==> src/rtl/demux_router.sv <==
// demux_router_fifo: circular-buffer byte queue for one channel; the head appears one cycle after a push.
// Latency 1 cycle. Pushes are ignored while full, pops are ignored while empty.
// rd_dat reads as zero while the queue is empty.
module demux_router_fifo #(
  parameter int WIDTH = 8,
  parameter int DEPTH = 2
) (
  input  logic             clk,
  input  logic             reset,
  input  logic             wr_vld,
  input  logic [WIDTH-1:0] wr_dat,
  output logic             full,
  output logic             rd_vld,
  input  logic             rd_rdy,
  output logic [WIDTH-1:0] rd_dat
);
  localparam int AW = $clog2(DEPTH);
  localparam int CW = $clog2(DEPTH + 1);

  logic [WIDTH-1:0] mem [DEPTH];
  logic [AW-1:0]    wr_ptr;
  logic [AW-1:0]    rd_ptr;
  logic [CW-1:0]    count;
  logic             push;
  logic             pop;

  assign full   = (count == CW'(DEPTH));
  assign rd_vld = (count != '0);
  assign push   = wr_vld & ~full;
  assign pop    = rd_vld & rd_rdy;
  assign rd_dat = rd_vld ? mem[rd_ptr] : '0;

  // Pointers are log2(DEPTH) wide, so they wrap modulo DEPTH on their own.
  always_ff @(posedge clk) begin
    if (reset) begin
      wr_ptr <= '0;
      rd_ptr <= '0;
      count  <= '0;
    end else begin
      if (push) begin
        mem[wr_ptr] <= wr_dat;
        wr_ptr      <= wr_ptr + AW'(1);
      end
      if (pop) begin
        rd_ptr <= rd_ptr + AW'(1);
      end
      case ({push, pop})
        2'b10:   count <= count + CW'(1);
        2'b01:   count <= count - CW'(1);
        default: count <= count;
      endcase
    end
  end
endmodule

// demux_router: steers each input byte to one of four channel FIFOs; bytes for disabled channels are dropped and counted.
// Latency 1 cycle from accept to out_valid. in_ready falls only when the selected channel is enabled and full.
// A full enabled destination therefore stalls the whole input.
module demux_router #(
  parameter int WIDTH = 8,
  parameter int DEPTH = 2,
  parameter int CNT_W = 8
) (
  input  logic               clk,
  input  logic               reset,
  input  logic               in_valid,
  output logic               in_ready,
  input  logic [1:0]         in_sel,
  input  logic [WIDTH-1:0]   in_data,
  input  logic [3:0]         ch_en,
  output logic [3:0]         out_valid,
  input  logic [3:0]         out_ready,
  output logic [4*WIDTH-1:0] out_data,
  output logic [3:0]         sel_onehot,
  output logic [CNT_W-1:0]   drop_cnt
);
  logic [3:0] full;
  logic       sel_en;
  logic       accept;

  assign sel_en   = ch_en[in_sel];
  assign in_ready = ~reset & (~sel_en | ~full[in_sel]);
  assign accept   = in_valid & in_ready;

  for (genvar k = 0; k < 4; k++) begin : g_ch
    demux_router_fifo #(.WIDTH(WIDTH), .DEPTH(DEPTH)) u_fifo (
      .clk    (clk),
      .reset  (reset),
      .wr_vld (accept & sel_en & (in_sel == 2'(k))),
      .wr_dat (in_data),
      .full   (full[k]),
      .rd_vld (out_valid[k]),
      .rd_rdy (out_ready[k]),
      .rd_dat (out_data[k*WIDTH +: WIDTH])
    );
  end

  always_ff @(posedge clk) begin
    if (reset) begin
      sel_onehot <= '0;
      drop_cnt   <= '0;
    end else if (accept) begin
      sel_onehot <= 4'b0001 << in_sel;
      // Saturate rather than wrap, so a stuck-disabled channel stays visible.
      if (!sel_en && (drop_cnt != '1)) begin
        drop_cnt <= drop_cnt + CNT_W'(1);
      end
    end
  end
endmodule

==> config.mk <==
export PLATFORM = sky130hd
export DESIGN_NAME = demux_router
export DESIGN_NICKNAME = d
export VERILOG_FILES = /design/src/rtl/demux_router.sv
export SDC_FILE = /design/constraint.sdc
export NUM_CORES = 1
export LEC_CHECK = 0
export CELL_PAD_IN_SITES_DETAIL_PLACEMENT = 0
export CELL_PAD_IN_SITES_GLOBAL_PLACEMENT = 2
export CORE_MARGIN = 3
export CORE_UTILIZATION = 35
export CTS_CLUSTER_SIZE = 28
export DETAILED_ROUTE_END_ITERATION = 12
export PLACE_DENSITY_LB_ADDON = 0.1
export SLEW_MARGIN = 10
export SYNTH_ARGS = -nofsm -noshare
export SYNTH_HDL_FRONTEND = slang
export SYNTH_SLANG_ARGS = --single-unit
==> constraint.sdc <==
create_clock -name clk -period 2.3 [get_ports clk]
set_clock_uncertainty 0.1 [all_clocks]
set_input_delay 0.345 -clock clk [delete_from_list [all_inputs] [get_ports clk]]
set_output_delay 0.345 -clock clk [all_outputs]
set_load 0.01 [all_outputs]
# Word level (Yosys, flattened, before mapping)
# Memories as Yosys holds them, arrays and structs flattened. A register that Yosys moved wholly into a read port is not among the register bits.
# Cells that the tools add are included.
# classes
addsub	17
magnitude_cmp	1
n_eq_ne	16
shifts	1
n_mux	32
n_bitwise	23
n_reduce_logical	12
# op_table
op	count
2-to-1 mux 8 bit	4
2-to-1 mux 1 bit	22
equality test 2 bit, second input constant	10
case mux 2 bit (2 select lines)	4
nonzero test 2 bit	8
bitwise AND 1 bit	15
equality test 2 x 1 -> 1 bit, second input constant	5
adder 1 bit, second input constant	8
adder 2 x 1 -> 2 bit, second input constant	4
adder 8 x 1 -> 8 bit, second input constant	1
!= test 8 bit, second input constant	1
subtractor 2 x 1 -> 2 bit, second input constant	4
NOT 1 bit	7
binary-select mux 1 bit (select 2 bit)	2
<< shifter 1 x 2 -> 4 bit, first input constant	1
less-than comparator 2 x 3 -> 1 bit, second input constant	1
zero test 2 bit	1
AND reduction 2 bit	1
logical AND 1 bit	1
zero test 1 bit	1
bitwise OR 1 bit	1
# totals
register_bits	28
mem_bits_rw	64
in_bits	21
out_inout_bits	49
word_cells	120
n_memories	4
# memory_table
name	depth	width	read_ports	rd_clocked_by_memory_dff	wr	line_no	text
g_ch[0].u_fifo.mem	2	8	1	1	1	20	logic [WIDTH-1:0] mem [DEPTH];
g_ch[1].u_fifo.mem	2	8	1	1	1	20	
g_ch[2].u_fifo.mem	2	8	1	1	1	20	
g_ch[3].u_fifo.mem	2	8	1	1	1	20	

# Longest topological paths before layout
# depth
depth_word	13
ltp_mapped	6
mapped_depth_nobuf	6

# Cells and area by module
# A second synthesis with hierarchy kept.
# unflattened
cells_unflattened	313
hier_area_um2	3943.8
# modules_own_cells
module	n_inst	cells_each	area_each_um2	seq_area_each_um2
demux_router_fifo	4	60	823.3	580.6
demux_router	1	73	650.6	240.2

# Worst setup path after synthesis
# No wires, ideal clock.
# synth_timing
kind	in2reg
from	input in_sel[0]
to	register g_ch[0].u_fifo.count[1]
setup_time_ps	71
t_arrival_ps	1863
required_time_ps	2129
setup_slack_ps	266
cell_stages	5
path_buffers	0
cell_sequence	mux4_2 -> nand4b_1 -> ha_1 -> or3_1 -> a21oi_1
# synth_via
elab_chain_cells	11
elab_cells_between_ends	17
classes_between	2 x eq/ne; 5 x mux; 8 x bitwise; 2 x reduce/logical
# synth_lines
element	line_no	text
from (decl)	68	input logic [1:0] in_sel,
binary-select mux 1 bit (select 2 bit) (on tied branches)	81, 82	
2-to-1 mux 1 bit (on tied branches)	81, 82	
NOT 1 bit	82	assign in_ready = ~reset & (~sel_en | ~full[in_sel]);
bitwise OR 1 bit	82	
bitwise AND 1 bit	82	
bitwise AND 1 bit	83	assign accept = in_valid & in_ready;
bitwise AND 1 bit	89	.wr_vld (accept & sel_en & (in_sel == 2'(k))),
bitwise AND 1 bit (*)	89	
bitwise AND 1 bit (*)	29	assign push = wr_vld & ~full;
equality test 2 x 1 -> 1 bit or equality test 2 bit (tied branches)	47	case ({push, pop})
case mux 2 bit (2 select lines) or nonzero test 2 bit (tied branches)	n/a	
to (signal assigned)	48	2'b10: count <= count + CW'(1);
to (signal assigned)	49	2'b01: count <= count - CW'(1);
to (signal assigned)	50	default: count <= count;
to (decl)	23	logic [CW-1:0] count;
# Mark *: on every way between the ends. The rest lies on a longest branch, timed or not. The select of a mux whose other input is x is not followed.
# A chain may end at the register's enable or synchronous reset.

# Worst setup path in the final report
# layout_timing
from	register g_ch[0].u_fifo.count[0]
to	output out_data[7]
# layout_via
elab_chain_cells	2
# layout_lines
element	line_no	text
nonzero test 2 bit	28	assign rd_vld = (count != '0);
2-to-1 mux 8 bit	31	assign rd_dat = rd_vld ? mem[rd_ptr] : '0;
to (decl)	73	output logic [4*WIDTH-1:0] out_data,
# Every way passes these cells.

==> impl_metrics.csv <==
group,metric,value,unit
sta,fin_setup_tns,0,ns
sta,worstMarginPinSlew,0.462,ns
yosys,synth_top_area_cell,"edfxtp_1",
sta,hold_viol,0,
detailed_routing,drc,0,
critical_path,cp_data_arrival_time,1.75,ns
placement,place_area,4920,um^2
cts,cts_made_buffers,9,
power,vdd_drop_max,309,uV
layout,synthToLayoutAreaGrowth,31.0,%
floorplan,ios,70,
detailed_routing,first_pass_iters,4,
placement,dp_cells,526,
detailed_routing,vias_per_cell,4.58,
sta,drv_slew,0,
power,p_leak,1.74,nW
yosys,syn_inst,302,
detailed_routing,wirelength,7520,um
global_routing,grt_max_degree,32,
floorplan,floorplan.initialDensity,36.0,%
yosys,synth_edf_count,64,
power,power,0.00329,W
sta,slew_headroom,69.1,%
power,powerDensity,642,nW/um^2
cts,hold_buffers,0,
floorplan,core_area,10900,um^2
yosys,syn_nets,328,
critical_path,critPathKind,"flop to output pin",
layout,n_fill_cell,1040,
placement,globalplace.congestion,0.743,
yosys,yosysTopAreaCellShare,49.0,%
placement,hpwl,5430,um
detailed_routing,drt_iter0_drc,113,
yosys,synth.distinct_cells,35,
cts,htreeDepth,3,
detailed_routing,vias,2484,
yosys,synth_area,3920,um^2
yosys,synth_seq_area_share,65.4,%
global_routing,grt_first_pass_wirelength,12300,um
power,swShare,24.6,%
yosys,yosysWarnings,0,
critical_path,crit_required,1.86,ns
floorplan,num_rows,38,
power,p_clk_share,31.5,%
cts,cts-root-buf,"clkbuf_8",
cts,ctsLongestPathBuffers,2,
floorplan,die_w,112,um
sta,fin_crit_sh,95.5,%
placement,io_buffers,69,
power,pwr-share-comb,11.0,%
yosys,ys_ff_latch,96,
hold_path,hold_path.class,"flop to flop",
floorplan,die_h,112,um
global_routing,grt_use_total,12.1,%
critical_path,worst_setup_path_end_kind,"output pin",
power,p_sw,0.000810,W
cts,clkTransAtPathRegs,0.10,ns
global_routing,first_global_vias,2486,
critical_path,path_max_fanout,10,
layout,stdcell_area,5130,um^2
global_routing,gr-total-overflow,0,
sta,fmax,455,MHz
layout,num_antenna_cells,0,
layout,layout_common_cells,"clkdlybuf4s50_1, edfxtp_1, nor2_1",
critical_path,crit_path_start_kind,"flop",
sta,holdWs,0.402,ns
hold_path,holdPathStages,2,
sta,period_minus_slack,2.20,ns
status,status,"finished, final reports clean",
global_routing,antenna_found_initial,0,
power,seq_power_share,57.5,%
layout,drive_above_1_share,15.7,%
yosys,synth_area_per_cell,13.0,um^2
layout,final_nets,423,
yosys,synthTopCellsByArea,"edfxtp_1, dfxtp_1, mux2i_1",
yosys,synthArstFlopShare,0,%
power,intPower,0.00248,W
critical_path,r2r_cells,5,
critical_path,r2r_slack,0.32,ns
yosys,synth-main-ff-cell,"edfxtp_1",
layout,final_cells,542,
floorplan,dieArea,12500,um^2
sta,setup_viol,0,
cts,clk_latency,0.35,ns
layout,final_common_cell,"clkdlybuf4s50_1",
detailed_routing,routedWlPerCell,13.9,um
sta,rsz0062_at_grt,"false",
cts,cts_sinks,96,
cts,cts_tree,"built",
job,maxCapViolCount,0,
detailed_routing,ant_nets,0,
-- kinds of logic (layout without fill, tap and decap cells) --
group                    count (synthesis)  in the layout  synth area share, %
adder cells (fa/ha/maj)                  5              5                 1.60
buffers and inverters                   20            120                 2.30
multiplexers                            40             40                 11.1
AO/OA/AOI/OAI                           21             21                 3.48
flip-flops                              96             96                 65.4
AND/OR/NAND/NOR                        103            103                 12.4
XOR/XNOR                                17             17                 3.80
-- worst paths after layout --
kind / to / startpoint
max: out_data[7] / g_ch[0].u_fifo.count[0]
min: g_ch[3].u_fifo.count[1] / g_ch[3].u_fifo.count[1]
max reg2reg: drop_cnt[5] / drop_cnt[0]
min reg2reg: g_ch[3].u_fifo.count[1] / g_ch[3].u_fifo.count[1]
-- layer usage --
| metal | up-vias | track usage [%] | routed length, um |
|---|---|---|---|
| li1 | 1258 | - | - |
| met4 | 0 | 3.16 | 56 |
| met5 | - | 0 | 0 |
| met3 | 6 | 3.26 | 365 |
| met1 | 1170 | 15.5 | 3420 |
| met2 | 50 | 20.5 | 3680 |
-- state kept, by name, summed over array words and instances, names as in the netlist, named ones only --
name	cells
sel_onehot	4
g_ch.u_fifo.mem	64
g_ch.u_fifo.count	8
g_ch.u_fifo.rd_ptr	4
g_ch.u_fifo.wr_ptr	4
drop_cnt	8
-- synth_stat cells, types with 7 or more instances --
master and n:
a21oi_1 9, nor2b_1 14, inv_1 9, xnor2_1 13, clkbuf_1 7, nor2_1 62
edfxtp_1 64, dfxtp_1 32, mux2i_1 34, nand2_1 7
-- cell type report --
type / count / area [um^2] / share of cell area [%]
flip-flops and latches: 96 / 2570 / 50.0
multi-input cells: 186 / 1290 / 25.1
repair buffers: 95 / 883 / 17.2
well taps: 140 / 175 / 3.41
clock buffers: 9 / 124 / 2.41
clock inverters: 7 / 61.3 / 1.19
inverters: 9 / 33.8 / 0.658
-- power by group through the flow --
stage	clock (W)	combinational (W)	sequential, W
5_1_grt	0.00115	0.000400	0.00190
4_1_cts	0.00107	0.000371	0.00190
3_3_place_gp	0	0.000366	0.00193
6_report	0.00104	0.000363	0.00190
3_5_place_dp	0	0.000367	0.00193
2_1_floorplan	0	0.000179	0.00192
-- worst max-delay path, cell delays in order (launching register included) --
cell and delay (ns):
dfxtp_1 0.34, buf_4 0.13, nor2_1 0.04, buf_4 0.17, nor2_1 0.17, clkdlybuf4s50_1 0.56
-- stage by stage --
step,setup WS (ns),utilization (%)
2_1_floorplan,0.266,-
6_report,0.104,47.2
3_3_place_gp,-0.367,45.2
4_1_cts,-0.0286,47.0
5_1_grt,0.0187,47.2
3_5_place_dp,-0.402,45.2
-- repair_timing --
action                     CTS  global route
pin swaps                    0             1
setup endpoints to repair   19            76
resized for setup            9            11
buffers inserted             0             0
(Power assumes the default switching activity.)
